$ cat src/rtl/hilo_ctrl.sv
// HI/LO sequencer for the multicycle MIPS mult/div unit: launches operations,
// waits for completion with a timeout, commits results and services mthi/mtlo.
module hilo_ctrl #(
  parameter int TIMEOUT = 40,
  parameter int CNT_W   = 6
) (
  input  logic        clk,
  input  logic        reset,
  input  logic        start,
  input  logic        op,
  input  logic [31:0] rs_val,
  input  logic [31:0] rt_val,
  input  logic        hi_we,
  input  logic        lo_we,
  input  logic [31:0] wdata,
  output logic        md_start,
  output logic        md_op,
  output logic [31:0] md_a,
  output logic [31:0] md_b,
  input  logic        md_done,
  input  logic [31:0] md_hi,
  input  logic [31:0] md_lo,
  output logic        busy,
  output logic        done,
  output logic        div_zero,
  output logic        md_err,
  output logic [31:0] hi,
  output logic [31:0] lo
);

  typedef enum logic [1:0] {S_IDLE, S_LAUNCH, S_WAIT} state_t;

  state_t           r_state;
  logic [CNT_W-1:0] r_cnt;
  logic             r_md_start;
  logic             r_md_op;
  logic [31:0]      r_md_a;
  logic [31:0]      r_md_b;
  logic             r_done;
  logic             r_div_zero;
  logic             r_md_err;
  logic [31:0]      r_hi;
  logic [31:0]      r_lo;

  logic w_div_zero;
  logic w_timeout;

  assign w_div_zero = op && (rt_val == 32'd0);
  // The abort fires on the edge where the counter would reach TIMEOUT.
  assign w_timeout  = (r_cnt == CNT_W'(TIMEOUT - 1));

  always_ff @(posedge clk) begin
    if (reset) begin
      r_state    <= S_IDLE;
      r_cnt      <= '0;
      r_md_start <= 1'b0;
      r_md_op    <= 1'b0;
      r_md_a     <= 32'd0;
      r_md_b     <= 32'd0;
      r_done     <= 1'b0;
      r_div_zero <= 1'b0;
      r_md_err   <= 1'b0;
      r_hi       <= 32'd0;
      r_lo       <= 32'd0;
    end else begin
      r_md_start <= 1'b0;
      r_done     <= 1'b0;
      r_div_zero <= 1'b0;
      r_md_err   <= 1'b0;
      case (r_state)
        S_IDLE: begin
          if (hi_we) r_hi <= wdata;
          if (lo_we) r_lo <= wdata;
          if (start) begin
            if (w_div_zero) begin
              r_div_zero <= 1'b1;
            end else begin
              r_md_op    <= op;
              r_md_a     <= rs_val;
              r_md_b     <= rt_val;
              r_md_start <= 1'b1;
              r_state    <= S_LAUNCH;
            end
          end
        end
        S_LAUNCH: begin
          r_cnt   <= '0;
          r_state <= S_WAIT;
        end
        S_WAIT: begin
          // Completion wins over a timeout landing in the same cycle.
          if (md_done) begin
            r_hi    <= md_hi;
            r_lo    <= md_lo;
            r_done  <= 1'b1;
            r_state <= S_IDLE;
          end else if (w_timeout) begin
            r_md_err <= 1'b1;
            r_state  <= S_IDLE;
          end else begin
            r_cnt <= r_cnt + CNT_W'(1);
          end
        end
        default: r_state <= S_IDLE;
      endcase
    end
  end

  assign busy     = (r_state != S_IDLE);
  assign md_start = r_md_start;
  assign md_op    = r_md_op;
  assign md_a     = r_md_a;
  assign md_b     = r_md_b;
  assign done     = r_done;
  assign div_zero = r_div_zero;
  assign md_err   = r_md_err;
  assign hi       = r_hi;
  assign lo       = r_lo;

endmodule
$ cat config.mk
export PLATFORM = sky130hd
export DESIGN_NAME = hilo_ctrl
export DESIGN_NICKNAME = d
export VERILOG_FILES = /design/src/rtl/hilo_ctrl.sv
export SDC_FILE = /design/constraint.sdc
export NUM_CORES = 1
export LEC_CHECK = 0
export CAP_MARGIN = 20
export CORE_MARGIN = 2
export CORE_UTILIZATION = 43
export CTS_CLUSTER_DIAMETER = 80
export DETAILED_ROUTE_END_ITERATION = 16
export PLACE_DENSITY = 0.84
export SETUP_SLACK_MARGIN = 0.05
export SYNTH_ARGS = -nofsm -noshare
export SYNTH_HDL_FRONTEND = slang
export SYNTH_SLANG_ARGS = --single-unit
$ cat constraint.sdc
create_clock -name clk -period 2.5 [get_ports clk]
set_input_delay 0.375 -clock clk [delete_from_list [all_inputs] [get_ports clk]]
set_output_delay 0.375 -clock clk [all_outputs]
set_load 0.02 [all_outputs]
==> flow_metrics.py, run 1 <==
metrics = {
    "grt": {
        "grt_pass1_vias": 7278,
        "gr-usage-met3": 0.06169,
        "track_usage": 0.2720,
        "grtUsageMet1": 0.3350,
        "grt_overflow_total": 0,
        "antenna_found_initial": 2,
        "met2_usage": 0.4476,
        "grt_most_used_layer": "met2",
        "grt_max_degree": 109,
        "grt_pass1_wl_um": 38580,
    },
    "critical_path": {
        "worstSetupPathType": "reg -> out",
        "setup.worst_path.end_class": "output pin",
        "startpoint_type": "register",
        "critPathLaunch": "r_state[0]",
        "cp_data_required_time_ps": 2120,
        "cp_num_buf_inv": 2,
        "crit_fanout": 9,
        "crit_slowest_cell": "clkdlybuf4s50_1",
        "r2r-start": "r_state[0]",
        "cpPeakStageDelay_ps": 630,
        "arrival_ps": 1870,
        "path_delay_family": "buffers and inverters",
        "worstPathCellList": "nor2_1, inv_1, clkdlybuf4s50_1",
    },
    "clocking": {
        "cts_made_buffers": 17,
        "cts_sinks": 141,
        "cts.path.max_buffers": 2,
        "insertion_delay_ps": 420,
        "cts_tree": "built",
        "cts_resized": 0,
        "htree_levels": 4,
        "cts_hold_buffers": 0,
        "post_cts_buffers": 0,
        "clk_pin_slew_ps": 60,
        "clockRootBuffer": "clkbuf_16",
    },
    "sta": {
        "timing.fmax_mhz": 444.6,
        "rsz0062_at_grt": "false",
        "worstMarginPinSlew_ps": 577.7,
        "finalMaxSlewViolations": 0,
        "setup_viol": 0,
        "hold_viol_final": 0,
        "max_slew_margin": 0.6113,
        "skew_ps": 9.140,
        "period_needed_ps": 2249,
        "min_period_over_period": 0.8997,
    },
    "route": {
        "drc": 0,
        "initialDrtViolationCount": 533,
        "ant_nets": 0,
        "viasPerCell": 5.627,
        "via_count": 7535,
        "dr.pass1.iters": 5,
        "wl_per_cell_um": 18.61,
        "finalWirelength_um": 24910,
    },
    "finish": {
        "fill_cells": 1298,
        "post-route-util": 0.6768,
        "layout_common_cells": "clkdlybuf4s50_1 (299), dfxtp_1 (141), nor2_1 (98), a21oi_1 (71), a211oi_1 (67)",
        "drive_gt1_frac": 0.1119,
        "area_growth_pct": 55.52,
        "layout.cells.most_common": "clkdlybuf4s50_1",
        "nNetsFinal": 1272,
    },
    "yosys": {
        "synth_fp_nets": 1011,
        "syn_area_per_cell_um2": 8.439,
        "async_flop_share": 0,
        "synth_warnings": 0,
        "seq_area_frac_synth": 0.3968,
        "postSynthCellCount": 843,
        "ys.flop_type": "dfxtp_1",
        "yosysTopAreaCellShare": 0.3968,
        "synth_top_area_cell": "dfxtp_1",
        "synth_area_mm2": 0.007114,
        "ys_top_cells_by_area": "dfxtp_1 (40%), a211oi_1 (7.1%), a22oi_2 (5.3%), nor2_1 (5.2%), a21oi_1 (5.1%)",
        "ys_seq_elements": 141,
        "yosysUniqueCellTypes": 39,
        "synth_enable_flop_cells": 0,
    },
    "pwr": {
        "power.density_mw_per_mm2": 636.8,
        "switchingPower_uw": 1937,
        "clock_power_share": 0.397,
        "switching_share": 0.2749,
        "pwr-share-seq": 0.365,
        "vdd_drop_max_uv": 435.2,
        "finalPower_uw": 7046,
        "p_leak_uw": 0.004062,
        "combPwrFrac": 0.239,
        "intPower_uw": 5109,
    },
    "hold_path": {
        "hp-class": "reg -> reg",
        "min_from": "r_cnt[2]",
    },
    "outcome": {
        "status": "finished clean",
    },
    "floorplan": {
        "initial_core_util": 0.4352,
        "die_area_mm2": 0.01759,
        "num_rows": 47,
        "core_area_mm2": 0.01635,
        "ios": 301,
        "dieHeight_um": 132.6,
        "dieWidth_um": 132.6,
    },
    "place": {
        "hpwl_um": 17190,
        "io_buffers": 300,
        "gp_congestion": 0.8682,
    },
    "flow_run": {
        "maxCapViolations": 0,
    },
}
## cell type report
type	count	area, µm²	area share
well taps	220	275.3	0.02488
diodes	2	5.005	0.0004523
multi-input cells	610	3925	0.3547
flip-flops and latches	141	2823	0.2551
clock inverters	8	152.6	0.01380
repair buffers	331	3371	0.3046
clock buffers	24	501.7	0.04535
inverters	3	11.26	0.001018
## tightest hold or removal path: cells and delay by family, from the launching register on
family                 cells  cell delay, ps
AOI/OAI and AO/OA          1              60
DFF                        1             310
buffers and inverters      1              50
## layer usage
layer  up-vias  routed length [µm]
met5         -                   0
met4         0                 982
met3        65                1389
met2       290               12110
met1      3532               10440
li1       3648                   -
## kinds of logic after synthesis
kind of cell               synth area share
xor gates and xnor gates           0.001231
and+or+nand+nor                      0.2909
adders and majority gates          0.001758
AOI/OAI and AO/OA                    0.2482
buffers and inverters               0.05839
muxes                              0.002814
DFF                                  0.3968
## Yosys cell counts, types with 2 or more instances
cell / number
a211oi_1: 67
a21oi_1: 73
a22oi_1: 3
a22oi_2: 30
a311o_1: 29
and2_1: 34
and3_1: 37
buf_1: 3
buf_2: 2
buf_6: 3
buf_8: 4
clkbuf_1: 77
dfxtp_1: 141
inv_1: 3
mux2i_1: 2
nand2_1: 37
nand2b_1: 5
nand3_1: 36
nand4_1: 34
nor2_1: 98
nor2b_1: 35
nor3b_1: 3
nor4_1: 11
nor4_2: 24
o21ai_0: 35
or3_1: 4
## per-stage QoR
step	instances	TNS, ps	hold slack [ps]	setup WS (ps)	area [µm²]
after detailed placement	1305	-146.7	464.2	-100.7	10410
after CTS	1337	0	473.8	227.2	11060
after global routing	1338	0	507.9	156.2	11060
after floorplan	843	0	444.0	478.2	7114
final	1339	0	478.1	250.6	11060
after global placement	1305	0	460.5	36.30	10410
## final timing paths
kind              slack [ps]        to  cells past startpoint
setup / recovery         250      busy                      3
hold / removal           480  r_cnt[2]                      2
setup reg to reg         630     hi[2]                      5
hold reg to reg          480  r_cnt[2]                      2
## flip-flops by register name (all words and copies together), names as in the netlist
| register | count |
|---|---|
| r_cnt | 6 |
| md_err | 1 |
| md_op | 1 |
| md_b | 32 |
| div_zero | 1 |
| lo | 32 |
| done | 1 |
| md_start | 1 |
| md_a | 32 |
| r_state | 2 |
| hi | 32 |
## power by group through the flow
stage               combinational [µW]  clock, µW  sequential [µW]
global route                      1780       2920             2590
CTS                               1680       2830             2570
detailed placement                1670          0             2610
floorplan                          568          0             2850
finish                            1680       2800             2570
global placement                  1650          0             2610
(Power assumes the default switching activity.)
==> run 2, diff against run 1 <==
Settings changed: CAP_MARGIN 20 to 5, SLEW_MARGIN from default to 15.
==> results of run 2 <==
The final DEF is identical to that of run 1; final timing and power are the same.
==> run 3, diff against run 2 <==
Settings changed: CORE_MARGIN 2 to default.
==> run 3 against run 2 <==
Global-route usage increased by 0.96 points. Die area decreased by 3.0%. Combinational power about the same. Register-to-register slack about the same. Final area decreased by 0.34%. Sequential share of layout area increased by 0.087 points. Worst setup slack got worse by 5.7 ps. Flip-flop and latch count unchanged. Sequential power about the same. Highest routed layer unchanged.
==> flow_metrics.py, run 3 (synthesis gave the netlist of run 1 again) <==
metrics = {
    "route": {
        "dr.pass1.iters": 5,
        "initialDrtViolationCount": 551,
        "ant_nets": 0,
        "via_count": 7578,
        "wl_per_cell_um": 18.14,
        "viasPerCell": 5.698,
        "drc": 0,
        "finalWirelength_um": 24130,
    },
    "clocking": {
        "cts.path.max_buffers": 2,
        "post_cts_buffers": 0,
        "insertion_delay_ps": 420,
        "cts_sinks": 141,
        "clockRootBuffer": "clkbuf_16",
        "cts_made_buffers": 17,
        "cts_hold_buffers": 0,
        "cts_tree": "built",
        "clk_pin_slew_ps": 60,
        "htree_levels": 4,
        "cts_resized": 0,
    },
    "sta": {
        "fin_ws_ps": 244.9,
        "setup_viol": 0,
        "finalMaxSlewViolations": 0,
        "min_period_over_period": 0.9020,
        "skew_ps": 6.903,
        "max_slew_margin": 0.6476,
        "timing.hold.ws_ps": 473.6,
        "rsz0062_at_grt": "false",
        "timing.fmax_mhz": 443.4,
        "period_needed_ps": 2255,
        "hold_viol_final": 0,
        "worstMarginPinSlew_ps": 523.8,
    },
    "flow_run": {
        "maxCapViolations": 0,
    },
    "grt": {
        "antenna_found_initial": 0,
        "grt_overflow_total": 0,
        "grt_pass1_wl_um": 37170,
        "track_usage": 0.2816,
        "grt_pass1_vias": 7178,
        "grt_max_degree": 109,
    },
    "place": {
        "place_ws_ps": -14.10,
        "gp_congestion": 0.8308,
        "io_buffers": 300,
        "hpwl_um": 16550,
    },
    "pwr": {
        "p_leak_uw": 0.004049,
        "power.density_mw_per_mm2": 640.0,
        "vdd_drop_max_uv": 450.9,
    },
    "floorplan": {
        "core_area_mm2": 0.01600,
        "dieHeight_um": 130.6,
        "dieWidth_um": 130.6,
        "die_area_mm2": 0.01706,
        "ios": 301,
        "num_rows": 46,
        "initial_core_util": 0.4446,
    },
    "finish": {
        "drive_gt1_frac": 0.1104,
        "post-route-util": 0.6892,
        "diodes": 0,
        "area_growth_pct": 54.99,
        "nNetsFinal": 1269,
        "layout.cells.most_common": "clkdlybuf4s50_1",
        "layout_common_cells": "clkdlybuf4s50_1 (299), dfxtp_1 (141), nor2_1 (98), a21oi_1 (71), a211oi_1 (67)",
    },
    "critical_path": {
        "setup.worst_path.end_class": "output pin",
        "crit_fanout": 9,
        "arrival_ps": 1880,
        "cp_data_required_time_ps": 2120,
        "worstSetupPathType": "reg -> out",
        "startpoint_type": "register",
    },
    "hold_path": {
        "hp-class": "in -> reg",
    },
    "outcome": {
        "status": "finished clean",
    },
}
==> run 3: cell count changes in the layout (fill, tap and decap cells not counted), sizes merged <==
| cell | previous run | this run |
|---|---|---|
| buf | 32 | 29 |
| clkinvlp | 2 | 1 |
| diode | 2 | 0 |
| inv | 4 | 5 |
==> run 3: path summary, 6_finish.rpt <==
path                                  to        from  depth (start not counted)  slack, ps
worst max-delay path                busy  r_state[0]                          3        240
worst min-delay path            r_cnt[2]       reset                          4        470
worst max register to register     lo[1]  r_state[0]                          5        630
worst min register to register  r_cnt[2]    r_cnt[2]                          2        480
==> run 3: area by class of cell <==
class	count	area, µm²
Clock buffer	24	511.7
Clock inverter	8	150.1
Fill cell	1284	4974
Inverter	3	11.26
Multi-Input combinational cell	610	3925
Sequential cell	141	2823
Tap cell	216	270.3
Timing Repair Buffer	328	3336
==> run 3: critical path, cell delays in order, from the launching register on <==
cell             delay [ps]
dfxtp_1                 650
nor2_1                  130
inv_1                    80
clkdlybuf4s50_1         600
==> run 3: per-stage QoR <==
stage,area [µm²],TNS [ps],instances,total power (µW)
CTS,11030,0,1330,7098
floorplan,7114,0,843,3416
global route,11030,0,1330,7344
finish,11030,0,1330,7057
detailed placement,10360,-17.74,1298,4280
global placement,10360,0,1298,4254
==> run 3: power by group <==
| group | leakage (µW) | total (µW) | internal, µW | switching (µW) |
|---|---|---|---|---|
| Sequential | 0.00117 | 2570 | 2460 | 115 |
| Clock | 0.000323 | 2820 | 1840 | 980 |
| Combinational | 0.00256 | 1670 | 841 | 828 |
| Total | 0.00405 | 7060 | 5140 | 1920 |
==> run 3: routing by layer <==
layer	global-route usage	up-vias	wire, µm
met5	0	-	0
li1	-	3640	-
met4	0.1636	0	1153
met2	0.4535	304	11440
met3	0.06311	75	1567
met1	0.3461	3559	9966
